--- config.mk ---
export PLATFORM = sky130hd
export DESIGN_NAME = sma_result_drain
export DESIGN_NICKNAME = d
export VERILOG_FILES = /design/src/rtl/sma_result_drain.sv
export SDC_FILE = /design/constraint.sdc
export NUM_CORES = 1
export LEC_CHECK = 0
export BUFFER_PORTS_ARGS = -buffer_cell sky130_fd_sc_hd__buf_4
export CAP_MARGIN = 5
export CORE_MARGIN = 1
export CORE_UTILIZATION = 35
export DETAILED_ROUTE_END_ITERATION = 8
export GPL_TIMING_DRIVEN = 0
export SYNTH_ARGS = -nofsm -noshare
export SYNTH_HDL_FRONTEND = slang
export SYNTH_SLANG_ARGS = --single-unit
--- constraint.sdc ---
create_clock -name CLK -period 6.1 [get_ports CLK]
set_clock_uncertainty 0.05 [all_clocks]
set_input_delay 1.22 -clock CLK [delete_from_list [all_inputs] [get_ports CLK]]
set_output_delay 1.22 -clock CLK [all_outputs]
set_load 0.1 [all_outputs]
--- src/rtl/sma_result_drain.sv ---
`default_nettype none
// ============================================================================
//  Module   : sma_result_drain
//  Purpose  : Captures the first NWORDS result words swept out of the SMA
//             during the sequencer's result-read state, then drains them as
//             bytes (LSB first) over a valid/ack port, closed by an XOR
//             checksum byte.
//  Revision : 1.0  initial release
// ============================================================================
module sma_result_drain #(
  parameter int DW     = 32,
  parameter int NWORDS = 16
) (
  input  logic          CLK,
  input  logic          RST_N,
  input  logic [15:0]   STAT,
  input  logic [6:0]    RADR,
  input  logic [DW-1:0] RDATA,
  output logic [7:0]    DOUT,
  output logic          DOUT_VALID,
  input  logic          DOUT_ACK,
  output logic          BUSY,
  output logic          READ_DONE
);

  localparam int BPW    = DW / 8;
  localparam int NBYTES = NWORDS * BPW;
  localparam int BW     = $clog2(NBYTES + 1);
  localparam int AW     = $clog2(NWORDS);

  localparam logic [BW-1:0] C_NBYTES = BW'(NBYTES);
  localparam logic [BW-1:0] C_BPW    = BW'(BPW);
  localparam logic [7:0]    C_NWORDS = 8'(NWORDS);
  localparam logic [7:0]    C_LAST   = 8'(NWORDS - 1);

  typedef enum logic [1:0] {
    S_IDLE    = 2'd0,
    S_CAPTURE = 2'd1,
    S_DRAIN   = 2'd2,
    S_DONE    = 2'd3
  } state_t;

  state_t          r_state;
  state_t          w_state_nxt;
  logic            r_rd;
  logic [6:0]      r_radr;
  logic [DW-1:0]   r_mem [NWORDS];
  logic [7:0]      r_dout;
  logic            r_valid;
  logic            r_done;
  logic [7:0]      r_csum;
  logic [BW-1:0]   r_bidx;

  logic            w_wr;
  logic            w_last_wr;
  logic            w_xfer;
  logic [BW-1:0]   w_nxt_idx;
  logic [AW-1:0]   w_widx;
  logic [BW-1:0]   w_bsel;
  logic [DW-1:0]   w_word;
  logic [7:0]      w_byte;
  logic            w_stat_unused;

  // Only the result-read bit of the sequencer state matters here.
  assign w_stat_unused = ^{STAT[15:9], STAT[7:0]};

  // A write lands only while capturing, for the registered in-range address.
  assign w_wr      = (r_state == S_CAPTURE) && r_rd && ({1'b0, r_radr} < C_NWORDS);
  assign w_last_wr = w_wr && ({1'b0, r_radr} == C_LAST);
  assign w_xfer    = (r_state == S_DRAIN) && r_valid && DOUT_ACK;

  // Locate the byte that follows the one currently on DOUT.
  assign w_nxt_idx = r_bidx + BW'(1);
  assign w_widx    = AW'(w_nxt_idx / C_BPW);
  assign w_bsel    = w_nxt_idx % C_BPW;
  assign w_word    = r_mem[w_widx];
  assign w_byte    = 8'(w_word >> {w_bsel, 3'b000});

  // State register and the one-cycle address/read-state pipeline.
  always_ff @(posedge CLK or negedge RST_N) begin
    if (!RST_N) begin
      r_state <= S_IDLE;
      r_rd    <= 1'b0;
      r_radr  <= 7'd0;
    end else begin
      r_state <= w_state_nxt;
      r_rd    <= STAT[8];
      r_radr  <= RADR;
    end
  end

  // Next-state logic; completing the last word wins over a dropped read state.
  always_comb begin
    w_state_nxt = r_state;
    case (r_state)
      S_IDLE: begin
        if (STAT[8]) w_state_nxt = S_CAPTURE;
      end
      S_CAPTURE: begin
        if (w_last_wr)     w_state_nxt = S_DRAIN;
        else if (!STAT[8]) w_state_nxt = S_IDLE;
      end
      S_DRAIN: begin
        if (w_xfer && (r_bidx == C_NBYTES)) w_state_nxt = S_DONE;
      end
      S_DONE: begin
        w_state_nxt = S_DONE;
      end
      default: w_state_nxt = S_IDLE;
    endcase
  end

  // Result buffer: not reset, overwritten by every capture pass.
  always_ff @(posedge CLK) begin
    if (w_wr) r_mem[r_radr[AW-1:0]] <= RDATA;
  end

  // Drain datapath: byte presentation, index, running checksum, done flag.
  always_ff @(posedge CLK or negedge RST_N) begin
    if (!RST_N) begin
      r_dout  <= 8'd0;
      r_valid <= 1'b0;
      r_done  <= 1'b0;
      r_csum  <= 8'd0;
      r_bidx  <= '0;
    end else begin
      if ((r_state == S_IDLE) && STAT[8]) begin
        r_csum <= 8'd0;
        r_bidx <= '0;
      end
      if (w_last_wr) begin
        r_dout  <= r_mem[0][7:0];
        r_valid <= 1'b1;
      end
      if (w_xfer) begin
        if (r_bidx == C_NBYTES) begin
          r_valid <= 1'b0;
          r_done  <= 1'b1;
          r_dout  <= 8'd0;
        end else begin
          r_bidx <= w_nxt_idx;
          r_csum <= r_csum ^ r_dout;
          if (w_nxt_idx == C_NBYTES) r_dout <= r_csum ^ r_dout;
          else                       r_dout <= w_byte;
        end
      end
    end
  end

  assign DOUT       = r_dout;
  assign DOUT_VALID = r_valid;
  assign READ_DONE  = r_done;
  assign BUSY       = (r_state == S_CAPTURE) || (r_state == S_DRAIN);

endmodule
`default_nettype wire

# Word level (Yosys, flattened, before mapping)
# Memory sizes are Yosys's and may differ from the RTL's.
# Cells that the tools add are included.
# Widths: inputs -> output; s select.
[totals] n_memories=1 output_inout_bits=11 reg_bits=35 word_cells=54 ram_bits=512
[op_classes] n_shift=1 muxes=20 n_reduce_logical=12 n_addsub=1 n_eq_ne=9 bitwise_logic=1 order_cmp=1
[memory_table] name="r_mem" depth=16 width=32 rd=2 rd_ports_with_merged_regs=0 wr=1 line="47" text="logic [DW-1:0] r_mem [NWORDS];"
[op_table] cell="$mux 8" n=7
[op_table] cell="$shr 32x5->8" n=1
[op_table] cell="$mux 7" n=3
[op_table] cell="$eq 7x7->1 const B" n=2
[op_table] cell="$mux 2" n=4
[op_table] cell="$pmux 2 s4" n=1
[op_table] cell="$xor 8x8->8" n=1
[op_table] cell="$add 7x1->7 const B" n=1
[op_table] cell="$eq 7x4->1 const B" n=1
[op_table] cell="$logic_and 1x1->1" n=7
[op_table] cell="$lt 7x5->1 const B" n=1
[op_table] cell="$mux 1" n=5
[op_table] cell="$eq 2x2->1 const B" n=2
[op_table] cell="$ne 2x2->1 const B" n=2
[op_table] cell="$ne 3x3->1 const B" n=1
[op_table] cell="$reduce_and 3->1" n=1
[op_table] cell="$eq 2x1->1 const B" n=1
[op_table] cell="$logic_not 2->1" n=1
[op_table] cell="$reduce_and 2->1" n=1
[op_table] cell="$reduce_bool 2->1" n=1
[op_table] cell="$logic_or 1x1->1" n=1

# Longest topological paths before layout
[logic_depth] depth_word=7 ltp_mapped=13 depth_no_buf=10

# Worst setup path before layout
# No wires, ideal clock.
[synth_timing] path_type="register to register" from="register r_state[1]" to="memory r_mem[0][0] (enable)" stages_incl_launch_ff=7 arrival_ns=3.849 synth_period_minus_slack_ns=4.360 setup_slack_ns=1.740 required_ns=5.589 cell_sequence="dfrtp_1 > inv_1 > ha_1 > nand2_1 > nor4_1 > or3b_2 > nor3_1"
[synth_via] elab_chain_len=5
[synth_rtl] item="from (decl)" line="43" text="state_t r_state;"
[synth_rtl] item="from (signal assigned)" line="86" text="r_state <= w_state_nxt;"
[synth_rtl] item="$eq 2x1->1" line="68" text="assign w_wr = (r_state == S_CAPTURE) && r_rd && ({1'b0, r_radr} < C_NWORDS);"
[synth_rtl] item="$logic_and 1x1->1 (2 in a row)" line="68"
[synth_rtl] item="$mux 1" line="115" text="if (w_wr) r_mem[r_radr[AW-1:0]] <= RDATA;"
[synth_rtl] item="$mux 1 (implied by the code)" line="115"
[synth_rtl] item="to (decl)" line="47"
# No other way between the ends.

# Worst setup path after layout
[layout_timing] from="register r_bidx[0]" to="register r_dout[1], in the netlist DOUT[1]"
[layout_via] elab_chain_len=6 elab_cells_between_ends=8 classes_between="1 x add/sub; 2 x eq/ne; 1 x shift; 3 x mux; 1 x memory"
[layout_rtl] item="from (decl)" line="52" text="logic [BW-1:0] r_bidx;"
[layout_rtl] item="from (signal assigned)" line="141" text="r_bidx <= w_nxt_idx;"
[layout_rtl] item="$add 7x1->7" line="73" text="assign w_nxt_idx = r_bidx + BW'(1);"
[layout_rtl] item="$mem_v2 16x32"
[layout_rtl] item="$shr 32x5->8" line="77" text="assign w_byte = 8'(w_word >> {w_bsel, 3'b000});"
[layout_rtl] item="$mux 8" line="143" text="if (w_nxt_idx == C_NBYTES) r_dout <= r_csum ^ r_dout;"
[layout_rtl] item="$mux 8 (*)" line="136" text="if (r_bidx == C_NBYTES) begin"
[layout_rtl] item="$mux 8 (*)" line="135" text="if (w_xfer) begin"
[layout_rtl] item="to (signal assigned)" line="132" text="r_dout <= r_mem[0][7:0];"
[layout_rtl] item="to (signal assigned)" line="143"
[layout_rtl] item="to (signal assigned)" line="144" text="else r_dout <= w_byte;"
[layout_rtl] item="to (decl)" line="48" text="logic [7:0] r_dout;"
# Mark *: on every way between the ends. The rest lies on a longest branch, timed or not.
# A chain may end at the register's enable or synchronous reset.

==> impl_metrics.json <==
{
  "fillers": 5689,
  "hold_class": "flop to flop",
  "core_area_sq_um": 63080,
  "async_reset_ff_share_pct": 6.399,
  "regArea_sq_um": 16250,
  "path_max_fanout": 10,
  "drcViolationCount": 0,
  "run_status": "finished, final reports clean",
  "grt_max_degree": 36,
  "numPortBuffers": 53,
  "start_util_pct": 35.38,
  "drtIter0Drc": 1807,
  "setup-violations-final": 0,
  "grt_pass1_vias": 13450,
  "synth.distinct_cells": 63,
  "final.setup.worst_slack_ps": 1597,
  "antenna_left": 0,
  "dp.final_hpwl_mm": 44.06,
  "slew_headroom_pct": 18.65,
  "synthFlopType": "edfxtp_1",
  "final_common_cell": "edfxtp_1",
  "nets": 1622,
  "wl_per_cell_microns": 27.48,
  "firstDrtPassIters": 6,
  "fp.dieH_microns": 254.5,
  "cts_setup_buffers": 0,
  "rows": 92,
  "yosys_warnings": 0,
  "worst_slew_pin_slew_ps": 1211,
  "cts_num_sinks": 547,
  "syn_nets": 1479,
  "wirelength_mm": 67.27,
  "die_area_sq_um": 64790,
  "slew_violations": 0,
  "synth_edf_count": 512,
  "netlist_instances": 1414,
  "post-place-ws_ps": 1851,
  "ir_drop_uv": 195.3,
  "synth.top_cell.area_share_pct": 68.88,
  "cts_resized": 0,
  "top_level_ports": 69,
  "cp_data_arrival_time_ps": 4920,
  "total_power_uw": 7773,
  "overflow": 0,
  "routabilityCongestion": 0.8808,
  "grt_setup_unrepaired": "no",
  "cts_tree": "built",
  "syn_area_sq_um": 22320,
  "antennaDiodeCount": 0,
  "die_w_microns": 254.5,
  "fin_crit_ps": 4503,
  "fmax_mhz": 222.1,
  "clockBufferDepth": 3,
  "multi_input_area_sq_um": 5635,
  "drive_above_1_share_pct": 19.48,
  "clock-root-buffer": "clkbuf_16",
  "antenna_found_initial": 4,
  "hold_viol": 0,
  "syn_to_final_growth_pct": 17.20,
  "ys_seq_area_share_pct": 72.81,
  "cp-start-kind": "flop",
  "crit_required_ps": 6520,
  "layout_common_cells": "512 x edfxtp_1, 252 x nand2_1, 78 x nand3_1",
  "hold_buffers": 0,
  "cts-buffers-inserted": 56,
  "cellLeakagePower_uw": 0.008477,
  "path_clk_slew_ps": 60,
  "min_period_over_period_pct": 73.82,
  "synth_top_area_cell": "edfxtp_1",
  "grt_use_total_pct": 20.91,
  "power.density_nw_per_um2": 297.2,
  "hold_slack_ps": 424.5,
  "end_kind": "flop",
  "grt_pass1_wl_mm": 95.17,
  "ys_seq_elements": 547,
  "vias_per_cell": 5.662,
  "vias": 13860,
  "synth.area.top_cells": "edfxtp_1 69%, mux4_2 6.7%, nand2_1 4.2%",
  "clk_latency_ps": 640,
  "critPathKind": "flop to flop",
  "max_cap_viol_count": 0,
  "avgSynthCellArea_sq_um": 15.79,
  "htree_levels": 2
}
==> sequential cells by signal (all words and copies together) (netlist names) <==
name        count
r_mem         512
r_bidx          7
READ_DONE       1
r_state         2
r_csum          8
r_radr          7
DOUT            8
DOUT_VALID      1
r_rd            1
==> through the flow <==
stage	setup TNS [ps]	utilization [%]	cell area [sq um]	cells
floorplan	0	-	22320	1414
global placement	-211710	37.69	23780	2313
detailed placement	0	38.69	24400	2345
CTS	0	41.47	26160	2448
global route	0	41.47	26160	2448
finish	0	41.47	26160	2448
==> metal layers <==
layer  GRT usage, %  vias up  share of wire, %
met5          1.128        -              0.20
met4          7.750        8               3.6
met3          6.603      158                11
met2          31.94      781                45
met1          27.83     7105                40
li1               -     5808                 -
==> cells by family (layout without fill, tap and decap cells) <==
family          after synthesis  count (layout)  synth area share [%]
flops                       547             547                 72.81
simple gates                455             455                 9.025
compound gates              188             188                 5.454
mux                         121             121                 9.418
buf+inv                      88             276                 2.405
xor+xnor                      8               8                0.4990
fa+ha+maj                     7               7                0.3924
==> worst paths after layout <==
kind,cells past startpoint,from,slack (ps),endpoint
max,10,r_bidx[0],1600,DOUT[1]
min,1,READ_DONE,420,READ_DONE
max reg2reg,10,r_bidx[0],1600,DOUT[1]
min reg2reg,1,READ_DONE,420,READ_DONE
max in group asynchronous,1,RST_N,5160,r_radr[4]
min in group asynchronous,1,RST_N,500,r_csum[2]
==> synthesized netlist by cell type, types with 5 or more instances <==
master and instances:
nand2b_1 13, a22oi_1 5, o211ai_1 16, a31oi_1 24, nor3_1 12, buf_2 37, buf_4 13, a32oi_1 13
a311oi_1 9, inv_1 6, o2111ai_1 10, clkbuf_1 16, a211oi_1 5, dfrtp_1 35, buf_6 9, ha_1 7
and3_1 10, mux2i_1 51, o21ai_0 42, nand3_1 78, nand2_1 252, edfxtp_1 512, mux4_2 66, nand4_1 15
a21oi_1 43, nor2_1 51, o21a_1 5
==> critical path, stage by stage (launching register included) <==
cell and delay [ps]:
dfrtp_1 420, buf_2 360, clkinv_1 620, ha_1 540, clkbuf_1 500, clkbuf_1 660
nor2_1 310, nand2_1 340, a31oi_1 70, nand3_1 250, o211ai_1 190
==> final cells by class <==
cell class,count,share of cell area (%)
buffer,81,1.951
clock buffer,74,5.653
clock inverter,29,1.062
inverter,7,0.1004
multi-input combinational,779,21.54
sequential,547,62.12
tap,846,4.046
timing repair buffer,85,3.525
==> power breakdown <==
part / switching (uW) / internal (uW) / total (uW)
registers: 25.8 / 4130 / 4150
clock network: 1450 / 1880 / 3320
logic: 229 / 67.3 / 296
Power figures use the tool's default switching activity.
